[config.mk]
export PLATFORM = sky130hd
export DESIGN_NAME = data_mem_lsu
export DESIGN_NICKNAME = d
export VERILOG_FILES = /design/src/rtl/data_mem_lsu.sv
export SDC_FILE = /design/constraint.sdc
export NUM_CORES = 1
export LEC_CHECK = 0
export BUFFER_PORTS_ARGS = -buffer_cell sky130_fd_sc_hd__buf_4
export CAP_MARGIN = 20
export CORE_MARGIN = 1
export CORE_UTILIZATION = 39
export DETAILED_ROUTE_END_ITERATION = 12
export PLACE_DENSITY_LB_ADDON = 0.2
export REMOVE_ABC_BUFFERS = 1
export SLEW_MARGIN = 20
export SYNTH_ARGS = -nofsm -noshare
export SYNTH_HDL_FRONTEND = slang
export SYNTH_SLANG_ARGS = --single-unit
[constraint.sdc]
create_clock -name clk -period 4.2 [get_ports clk]
set_clock_uncertainty 0.05 [all_clocks]
set_input_delay 0.42 -clock clk [delete_from_list [all_inputs] [get_ports clk]]
set_output_delay 0.42 -clock clk [all_outputs]
set_load 0.005 [all_outputs]
[src/rtl/data_mem_lsu.sv]
// Load/store unit driving a word-addressed data memory (combinational read, clocked write).
// Optional LSU_MISALIGN_TRAP_EN: misaligned H/W accesses complete at once with o_Misalign set.
`ifndef _MEM_ADDR_WIDTH_
`define _MEM_ADDR_WIDTH_ 10
`endif
`ifndef _MEM_DATA_WIDTH_
`define _MEM_DATA_WIDTH_ 32
`endif

module data_mem_lsu #(
  parameter int MEM_ADDR_WIDTH = `_MEM_ADDR_WIDTH_,
  parameter int DATA_WIDTH     = `_MEM_DATA_WIDTH_
) (
  input  logic                      clk,
  input  logic                      reset,
  input  logic                      i_Req,
  input  logic                      i_We,
  input  logic [2:0]                i_Funct3,
  input  logic [31:0]               i_Addr,
  input  logic [DATA_WIDTH-1:0]     i_WData,
  output logic                      o_Ready,
  output logic                      o_Done,
  output logic [DATA_WIDTH-1:0]     o_RData,
  output logic                      o_Misalign,
  output logic [MEM_ADDR_WIDTH-1:0] o_MemAddr,
  output logic [DATA_WIDTH-1:0]     o_MemData,
  output logic                      o_MemWrEn,
  input  logic [DATA_WIDTH-1:0]     i_MemData
);
  typedef enum logic [1:0] {IDLE, RD, WR, RESP} state_t;

  localparam logic [1:0] SZ_B = 2'd0;
  localparam logic [1:0] SZ_H = 2'd1;
  localparam logic [1:0] SZ_W = 2'd2;

  state_t                state;
  logic                  we_p0;
  logic                  uns_p0;
  logic [1:0]            size_p0;
  logic [1:0]            off_p0;
  logic [DATA_WIDTH-1:0] wdata_p0;
  logic [DATA_WIDTH-1:0] word_p1;
  logic [1:0]            req_size;
  logic                  req_uns;
  logic                  req_trap;
  logic                  unused_addr_hi;

  // Codes 011/110/111 fall through to word accesses.
  function automatic logic [1:0] decode_size(input logic [2:0] f3);
    case (f3[1:0])
      2'b00:   return SZ_B;
      2'b01:   return SZ_H;
      default: return SZ_W;
    endcase
  endfunction

  function automatic logic [DATA_WIDTH-1:0] load_extend(
    input logic [DATA_WIDTH-1:0] word,
    input logic [1:0]            off,
    input logic [1:0]            size,
    input logic                  uns
  );
    logic signed [7:0]  b;
    logic signed [15:0] h;
    b = word[{off, 3'b000} +: 8];
    h = word[{off[1], 4'b0000} +: 16];
    case (size)
      SZ_B:    return uns ? {{(DATA_WIDTH-8){1'b0}}, b}  : {{(DATA_WIDTH-8){b[7]}}, b};
      SZ_H:    return uns ? {{(DATA_WIDTH-16){1'b0}}, h} : {{(DATA_WIDTH-16){h[15]}}, h};
      default: return word;
    endcase
  endfunction

  function automatic logic [DATA_WIDTH-1:0] merge_store(
    input logic [DATA_WIDTH-1:0] word,
    input logic [DATA_WIDTH-1:0] wdata,
    input logic [1:0]            off,
    input logic [1:0]            size
  );
    logic [DATA_WIDTH-1:0] r;
    r = word;
    case (size)
      SZ_B:    r[{off, 3'b000} +: 8]     = wdata[7:0];
      SZ_H:    r[{off[1], 4'b0000} +: 16] = wdata[15:0];
      default: r = wdata;
    endcase
    return r;
  endfunction

  assign req_size       = decode_size(i_Funct3);
  assign req_uns        = i_Funct3[2];
  assign unused_addr_hi = ^i_Addr[31:MEM_ADDR_WIDTH+2];
  assign o_MemData      = word_p1;

`ifdef LSU_MISALIGN_TRAP_EN
  logic misalign_q;
  assign req_trap   = ((req_size == SZ_H) && i_Addr[0]) ||
                      ((req_size == SZ_W) && (i_Addr[1:0] != 2'b00));
  assign o_Misalign = misalign_q;
`else
  assign req_trap   = 1'b0;
  assign o_Misalign = 1'b0;
`endif

  always_ff @(posedge clk or posedge reset) begin
    if (reset) begin
      state     <= IDLE;
      o_Ready   <= 1'b1;
      o_Done    <= 1'b0;
      o_MemWrEn <= 1'b0;
      o_RData   <= '0;
      o_MemAddr <= '0;
      word_p1   <= '0;
      we_p0     <= 1'b0;
      uns_p0    <= 1'b0;
      size_p0   <= SZ_W;
      off_p0    <= 2'b00;
      wdata_p0  <= '0;
`ifdef LSU_MISALIGN_TRAP_EN
      misalign_q <= 1'b0;
`endif
    end else begin
      o_Done    <= 1'b0;
      o_MemWrEn <= 1'b0;
      case (state)
        // p0: request latched; inputs are ignored from here on
        IDLE: begin
          if (i_Req) begin
            we_p0     <= i_We;
            uns_p0    <= req_uns;
            size_p0   <= req_size;
            off_p0    <= i_Addr[1:0];
            wdata_p0  <= i_WData;
            o_MemAddr <= i_Addr[MEM_ADDR_WIDTH+1:2];
            o_Ready   <= 1'b0;
`ifdef LSU_MISALIGN_TRAP_EN
            misalign_q <= req_trap;
`endif
            if (req_trap) begin
              state  <= RESP;
              o_Done <= 1'b1;
            end else if (i_We && (req_size == SZ_W)) begin
              state     <= WR;
              o_MemWrEn <= 1'b1;
              word_p1   <= i_WData;
            end else begin
              state <= RD;
            end
          end
        end
        // p1: read word captured; sub-word stores merge into it before WR
        RD: begin
          if (we_p0) begin
            word_p1   <= merge_store(i_MemData, wdata_p0, off_p0, size_p0);
            state     <= WR;
            o_MemWrEn <= 1'b1;
          end else begin
            word_p1 <= i_MemData;
            o_RData <= load_extend(i_MemData, off_p0, size_p0, uns_p0);
            state   <= RESP;
            o_Done  <= 1'b1;
          end
        end
        WR: begin
          state  <= RESP;
          o_Done <= 1'b1;
        end
        default: begin
          state   <= IDLE;
          o_Ready <= 1'b1;
`ifdef LSU_MISALIGN_TRAP_EN
          misalign_q <= 1'b0;
`endif
        end
      endcase
    end
  end

endmodule

Word level (Yosys, flattened, before mapping)
Index checks and enable logic that the tools add are counted.
{ "word_totals": {"regBits": 117, "in_bits": 103, "elab_cells": 62} }
{ "op_classes": {"add_sub_neg": 2, "n_eq_ne": 7, "n_shift": 6, "muxes": 23, "bitwise_logic": 2, "n_reduce_logical": 10} }
{ "ops": {"columns": ["operator", "n"], "rows": [
  ["case mux 32 bit (2 select lines)", 3],
  ["two-way mux 32 bit", 5],
  ["bitwise mux 32 bit", 2],
  ["variable shift 16 x 7 -> 32 bit (first input constant)", 1],
  ["variable shift 8 x 7 -> 32 bit (first input constant)", 1],
  ["variable part select 16 x 7 -> 32 bit", 1],
  ["variable part select 32 x 6 -> 16 bit", 1],
  ["variable part select 32 x 6 -> 8 bit", 1],
  ["variable part select 8 x 7 -> 32 bit", 1],
  ["negator 5 -> 7 bit", 2],
  ["== test 2 x 1 -> 1 bit (second input constant)", 3],
  ["logical NOT 2 bit", 3],
  ["two-way mux 1 bit", 6],
  ["case mux 1 bit (2 select lines)", 3],
  ["case mux 2 bit (3 select lines)", 1],
  ["AND reduction 2 bit", 3],
  ["== test 2 bit (second input constant)", 2],
  ["two-way mux 2 bit", 2],
  ["!= test 2 bit (second input constant)", 2],
  ["case mux 2 bit (2 select lines)", 1],
  ["AND reduction 3 bit", 1],
  ["NOT 1 bit", 2],
  ["nonzero test 2 bit", 1],
  ["OR reduction 2 bit", 1],
  ["logical AND 1 bit", 1]
]} }

Depth between registers and ports, before layout
Gate-level depths: netlist (run 1).
{ "logic_depth": {"ltp_word": 7, "depth_mapped": 9, "depth_no_buf": 6} }

Worst setup path after synthesis (run 1)
OpenSTA, ideal clock, no wires.
{ "synth_path": {"kind": "reg-to-reg", "startpoint": "reg off_p0[1]", "endpoint": "reg word_p1[13], in the netlist o_MemData[13]", "arrival_time_ns": 2.154, "required_time_ns": 4.067, "path_slack_ns": 1.913, "stages_incl_launch_ff": 9, "period_less_slack_ns": 2.287, "cell_sequence": "dfrtp_1 > buf_6 > buf_2 > inv_1 > ha_1 > nor4_2 > nand4_1 > o221a_2 > o22ai_1"} }
{ "synth_between": {"elab_chain_cells": 6} }
{ "synth_lines": {"columns": ["item", "line_no", "source"], "rows": [
  ["start, declared", "40", "logic [1:0] off_p0;"],
  ["start signal, assigned", "132", "off_p0 <= i_Addr[1:0];"],
  ["negator 5 -> 7 bit (on tied branches)", "84, 83", null],
  ["variable part select 16 x 7 -> 32 bit (tied with other cells)", "84", "SZ_H: r[{off[1], 4'b0000} +: 16] = wdata[15:0];"],
  ["bitwise mux 32 bit (on tied branches)", "84, 83", null],
  ["case mux 32 bit (2 select lines) *", "82", "case (size)"],
  ["two-way mux 32 bit *", "153", "if (we_p0) begin"],
  ["case mux 32 bit (2 select lines) *", "125", "case (state)"],
  ["end signal, assigned", "145", "word_p1 <= i_WData;"],
  ["end signal, assigned", "154", "word_p1 <= merge_store(i_MemData, wdata_p0, off_p0, size_p0);"],
  ["end signal, assigned", "158", "word_p1 <= i_MemData;"],
  ["end, declared", "42", "logic [DATA_WIDTH-1:0] word_p1;"]
]} }
Mark *: on every way between the ends. The rest lies on a longest branch, timed or not.
A chain may end at the register's enable or synchronous reset.

Worst setup path in the final report (run 1)
{ "layout_path": {"startpoint": "reg state[1]", "endpoint": "reg word_p1[22], in the netlist o_MemData[22]"} }
{ "layout_between": {"elab_chain_cells": 3} }
{ "layout_lines": {"columns": ["item", "line_no", "source"], "rows": [
  ["start, declared", "36", "state_t state;"],
  ["start signal, assigned", "107", "state <= IDLE;"],
  ["start signal, assigned", "140", "state <= RESP;"],
  ["start signal, assigned", "143", "state <= WR;"],
  ["== test 2 x 1 -> 1 bit / logical NOT 2 bit (equally long branches)", "125", null],
  ["nonzero test 2 bit (no source line) / != test 2 bit (equally long branches)", null, null],
  ["AND reduction 3 bit (no source line)", null, null]
]} }
Parallel ways exist; a longest one is shown, timed or not.

==> results.toml, run 1 <==
[synth]
synth-compound-area-share_pct = 22.7
synth-simple-area-share_pct = 12.9
synth_edf_count = 0
synth_warnings = 0
yosysSeqAreaShare_pct = 44.3
yosys_most_used_dff = "dfrtp_1"
synth_fa_ha_area_share_pct = 1.70
synth_top_family_by_area = "compound AO/OA/AOI/OAI gates"
postSynthAreaPerCell_um2 = 10.3
synth_xor_area_share_pct = 0
synth_cell_types = 61
syn_area_um2 = 6610
muxShareOfSynthArea_pct = 12.3
async_reset_ff_share_pct = 100
synth_cells = 644
synth_seq_cells = 117

[die]
die_w_um = 132
ioPinCount = 181
start_util_pct = 39.9
fp.dieArea_um2 = 17500
die_y_um = 132
coreArea_um2 = 16600
rows = 47

[timing]
timing.hold.ws_ns = 0.0244
setup_viol = 0
relSlewSlack_pct = 36.2
max_freq_mhz = 328
drv_slew = 0
hold_viol_final = 0
grt_setup_unrepaired = "no"
min_period_ns = 3.05
min_period_over_period_pct = 72.6
tightest_slew_ns = 0.958
fin_ws_ns = 1.15

[pwr]
clkPwrFrac_pct = 18.6
p_sw_mw = 2.86
p_leak_nw = 3.69
power_density_nw_per_um2 = 846
seq_power_share_pct = 32.4
switching_share_pct = 40.3
ir_drop_mv = 0.408
p_comb_share_pct = 49.0
p_total_mw = 7.11
intPower_mw = 4.25

[setup_path]
cp-end-kind = "register"
crit_required_ns = 4.50
critPathArrivalTime_ns = 3.34
cp-start-kind = "register"
path_class = "register to register"
cp_max_fo = 17

[grt]
grt_max_degree = 52
grt.overflow.total = 0
grt_util_all_layers_pct = 26.1
grt_antenna_before_repair = 0
grt_pass1_wl_um = 34800
grt_pass1_vias = 6113

[clocking]
clk_latency_ns = 0.42
cts_buffer_depth = 2
cts_resized = 0
cts_tree = "yes"
cts_setup_buffers = 0
clock_sinks = 117
cts_hold_buf = 0
root_buffer = "clkbuf_16"
cts_made_buffers = 17
cts_max_level = 4
path_clk_slew_ns = 0.05

[placement]
place_ws_ns = 1.24
place.port_buffers = 159
dpl.hpwl_um = 15500
gp_congestion = 0.830

[run]
cap_violations = 0

[layout]
layout-drive-gt1-share_pct = 36.5
fillers = 1538
synthToLayoutAreaGrowth_pct = 27.2
regArea_um2 = 2930
fin_nets = 891
num_antenna_cells = 0
multiInputGateArea_um2 = 3300

[detailed_routing]
wl_um = 22600
vias_per_cell = 6.08
drc = 0
drt-wirelength-per-cell_um = 22.3
drt_iter0_markers = 583
firstDrtPassIters = 7
num_vias = 6146
antenna_left = 0

[worst_hold_path]
hp-class = "input port to async pin"

[status]
outcome = "completed"
critical path: stages (launching register included):
cell and delay [ns]:
dfrtp_1 0.40, inv_1 0.12, ha_1 0.69, buf_4 0.36, nand2_1 0.14, a21o_1 0.41, a21oi_2 0.53, a221o_1 0.26
layout make-up:
class	count	area share [%]
multi-input cells	452	39.3
flip-flops and latches	117	34.9
repair buffers	173	15.4
clock buffers	27	6.10
well taps	220	3.27
inverters	18	0.833
clock inverters	4	0.238
registers in the layout, summed over array words and instances (netlist names):
| register | cells |
|---|---|
| we_p0 | 1 |
| o_RData | 32 |
| size_p0 | 2 |
| o_MemData | 32 |
| off_p0 | 2 |
| o_Done | 1 |
| o_MemAddr | 10 |
| wdata_p0 | 32 |
| o_Ready | 1 |
| uns_p0 | 1 |
| state | 2 |
| o_MemWrEn | 1 |
per-stage QoR:
stage               TNS (ns)  cells  area [um^2]  utilization [%]
floorplan             -0.530    587         6280                -
global placement           0    980         7870             47.5
detailed placement         0    980         7880             47.5
CTS                        0   1011         8410             50.7
global route               0   1011         8410             50.7
finish                     0   1011         8410             50.7
cell families after synthesis:
kind of cell / after synthesis
compound gates: 202
fa+ha+maj: 9
buf+inv: 75
flops: 117
mux: 64
other cells: 1
simple gates: 176
path summary, 6_finish.rpt:
path / start / to / slack (ns) / depth (start not counted)
min reg2reg: wdata_p0[30] / wdata_p0[30] / 0.45 / 1
max in group asynchronous: reset / o_MemData[31] / 3.11 / 3
min: reset / o_MemAddr[5] / 0.02 / 2
max reg2reg: state[1] / o_MemData[22] / 1.15 / 7
max: state[1] / o_MemData[22] / 1.15 / 7
min in group clk: i_Addr[7] / o_MemAddr[5] / 0.18 / 2
power groups by stage:
stage	Clock, mW	Sequential (mW)	Combinational (mW)
2_1_floorplan	0	2.19	2.02
3_3_place_gp	0	2.27	3.33
3_5_place_dp	0	2.30	3.46
4_1_cts	1.34	2.29	3.48
5_1_grt	1.39	2.37	3.79
6_report	1.32	2.30	3.48
Yosys cell counts (2+ instances only):
library cell,n,share of area [%]
o21ai_1,5,0.38
dfstp_2,2,0.80
buf_6,8,1.4
or3_1,8,0.76
and2_1,10,0.95
o221ai_1,14,1.9
a22o_1,9,1.2
clkbuf_1,12,0.68
and3_1,2,0.19
o21ai_0,34,2.6
nor2b_1,18,1.7
a211oi_1,6,0.68
dfrtp_1,115,44
a311oi_1,8,1.1
a221oi_2,3,0.68
nand3_1,12,0.91
a21oi_2,2,0.27
o221a_2,2,0.34
a31o_1,5,0.66
a21oi_1,22,1.7
nor2_1,53,3.0
inv_1,16,0.91
a211o_1,6,0.80
o22ai_1,28,2.7
mux2_2,55,9.4
buf_1,8,0.45
buf_4,7,0.80
nand2b_1,5,0.47
mux4_2,7,2.4
a31oi_1,10,0.95
a221o_1,14,2.1
inv_2,2,0.11
nand4_1,2,0.19
a221oi_1,23,3.0
buf_2,22,1.7
a31o_2,3,0.40
nand2_1,54,3.1
ha_1,9,1.7
placed cells by master, fill, tap and decap left out, types with 3 or more instances in the layout:
master     count
o21ai_0       34
o221ai_1      14
clkbuf_16     17
clkbuf_1       5
a31o_1         5
nand2_1       54
nor2b_1       17
and2_1        10
a22o_1         9
clkinv_2       4
a31oi_1       10
o22ai_1       28
o21ai_1        4
nand2b_1       5
nand3_1       12
a211oi_1       6
dfrtp_1      115
a311oi_1       8
buf_4        173
mux4_2         7
ha_1           9
mux2_2        55
clkbuf_8       5
a221o_1       14
a21oi_1       22
a221oi_1      23
a211o_1        6
or3_1          8
inv_1         15
nor2_1        53
a31o_2         3
a221oi_2       3
per-layer routing:
metal	global-route usage, %	vias up	part of all wire, %
li1	-	2688	-
met5	0	-	0
met3	5.00	57	6.5
met4	12.0	0	3.3
met2	41.7	288	48
met1	34.3	3113	42
No activity file was read; power rests on OpenSTA's default activity.
==> run 2, diff against run 1 <==
==> constraint.sdc (replaced) <==
create_clock -name clk -period 2.81 [get_ports clk]
set_clock_uncertainty 0.05 [all_clocks]
set_input_delay 0.281 -clock clk [delete_from_list [all_inputs] [get_ports clk]]
set_output_delay 0.281 -clock clk [all_outputs]
set_load 0.005 [all_outputs]
==> run 2 against run 1 <==
Against the previous run:
- critical endpoint is now o_MemData[28]
- non-clock buffer count is 10 higher
- die area stayed put
- combinational power is 58% higher
- via count hardly changed
- power is 52% higher
- clock-buffer cell count is 4 lower
- maximum frequency is 25% higher
==> results.toml, run 2 (synthesis gave the netlist of run 1 again) <==
[detailed_routing]
drt-wirelength-per-cell_um = 22.4
drc = 0
drt_iter0_markers = 550
antenna_left = 0
wl_um = 22800
num_vias = 6140
firstDrtPassIters = 5
vias_per_cell = 6.03

[placement]
gp_congestion = 0.854
dpl.hpwl_um = 15700
place.port_buffers = 159

[clocking]
root_buffer = "clkbuf_16"
cts_setup_buffers = 0
clk_latency_ns = 0.42
cts_made_buffers = 17
cts_buffer_depth = 2
cts_tree = "yes"
cts_max_level = 4
clock_sinks = 117
path_clk_slew_ns = 0.05

[layout]
layout-drive-gt1-share_pct = 37.3
mostFrequentLayoutCells = "buf_4 (180), dfrtp_1 (115), mux2_2 (55), nand2_1 (54), nor2_1 (53)"
mostFrequentLayoutCell = "buf_4"
fillers = 1542
num_antenna_cells = 0
synthToLayoutAreaGrowth_pct = 28.9
fin_nets = 901

[timing]
relSlewSlack_pct = 49.7
min_period_ns = 2.43
hold_viol_final = 0
grt_setup_unrepaired = "no"
min_period_over_period_pct = 86.5
timing.hold.ws_ns = 0.0438
setup_viol = 0
drv_slew = 0
fin_tns_setup_ns = 0
max_freq_mhz = 411
tightest_slew_ns = 0.754

[pwr]
switching_share_pct = 39.8
seq_power_share_pct = 30.2
power_density_nw_per_um2 = 1270
p_total_mw = 10.8
intPower_mw = 6.50
p_sw_mw = 4.30
p_comb_share_pct = 50.8
p_leak_nw = 3.76
clkPwrFrac_pct = 18.9
ir_drop_mv = 0.667

[die]
fp.dieArea_um2 = 17500
die_y_um = 132
start_util_pct = 39.9
rows = 47
ioPinCount = 181
die_w_um = 132
coreArea_um2 = 16600

[grt]
grt_util_all_layers_pct = 26.3
grt_pass1_vias = 6083
grt_pass1_wl_um = 34800
grt.overflow.total = 0
grt_max_degree = 71
grt_antenna_before_repair = 0

[setup_path]
critPathArrivalTime_ns = 2.65
crit_required_ns = 3.03
cp_max_fo = 30
path_class = "register to register"
reg2regPathDepth = 8
cp-end-kind = "register"
cp-start-kind = "register"

[run]
cap_violations = 0

[status]
outcome = "completed"

[worst_hold_path]
hp-class = "input port to register"
hold_depth = 2
run 2: cell types whose count changed in the layout (fill, tap and decap cells not counted):
cell	change
buf_4	+7
clkbuf_1	-4
buf_12	+2
bufinv_16	+1
dlygate4sd3_1	+1
o21ai_1	+1
o21ai_2	-1
run 2: worst paths after layout:
kind / start / end / slack [ns]
setup / recovery: state[1] / o_MemData[28] / 0.38
hold / removal: i_Addr[10] / o_MemAddr[8] / 0.04
setup reg to reg: state[1] / o_MemData[28] / 0.38
hold reg to reg: o_MemAddr[0] / o_MemAddr[0] / 0.45
max in group asynchronous: reset / wdata_p0[8] / 1.71
min in group asynchronous: reset / o_MemAddr[4] / 0.30
run 2: final cells by class:
cell class	count	area [um^2]	share of cell area, %
Multi-Input combinational cell	452	3300	38.7
Sequential cell	117	2930	34.4
Timing Repair Buffer	183	1400	16.4
Clock buffer	23	498	5.84
Tap cell	220	275	3.23
Inverter	18	70.1	0.822
Clock inverter	5	50.0	0.587
run 2: stage by stage:
step	instances	worst slack (ns)	utilization (%)	cell area, um^2
2_1_floorplan	587	-1.43	-	6280
5_1_grt	1018	0.249	51.4	8520
6_report	1018	0.380	51.4	8520
4_1_cts	1018	0.376	51.4	8520
3_5_place_dp	989	0.435	48.0	7960
3_3_place_gp	989	0.471	48.0	7960
run 2: power by group through the flow:
stage / registers (mW) / logic (mW) / clock network [mW]
6_report: 3.27 / 5.49 / 2.05
4_1_cts: 3.25 / 5.48 / 2.06
2_1_floorplan: 3.28 / 3.02 / 0
3_5_place_dp: 3.27 / 5.44 / 0
5_1_grt: 3.36 / 5.91 / 2.15
3_3_place_gp: 3.23 / 5.25 / 0
run 2: layer usage:
metal | up-vias | wire length, um | GRT usage (%)
li1 | 2702 | - | -
met5 | - | 0 | 0
met2 | 323 | 11000 | 42.6
met1 | 3064 | 9420 | 34.1
met3 | 51 | 1720 | 5.61
met4 | 0 | 641 | 11.2
run 2: worst max-delay path, cell delays in order (launching register included):
cell	delay [ns]
dfrtp_1	0.41
inv_1	0.12
ha_1	0.20
buf_4	0.30
buf_4	0.34
a2bb2oi_2	0.08
buf_4	0.26
a311oi_1	0.35
o22ai_1	0.14
run 2: repair_timing:
| item | 4_1_cts | 5_1_grt |
|---|---|---|
| hold buffers | 1 | 0 |
| hold endpoints to repair | 15 | 0 |
| resized for setup | 0 | 0 |
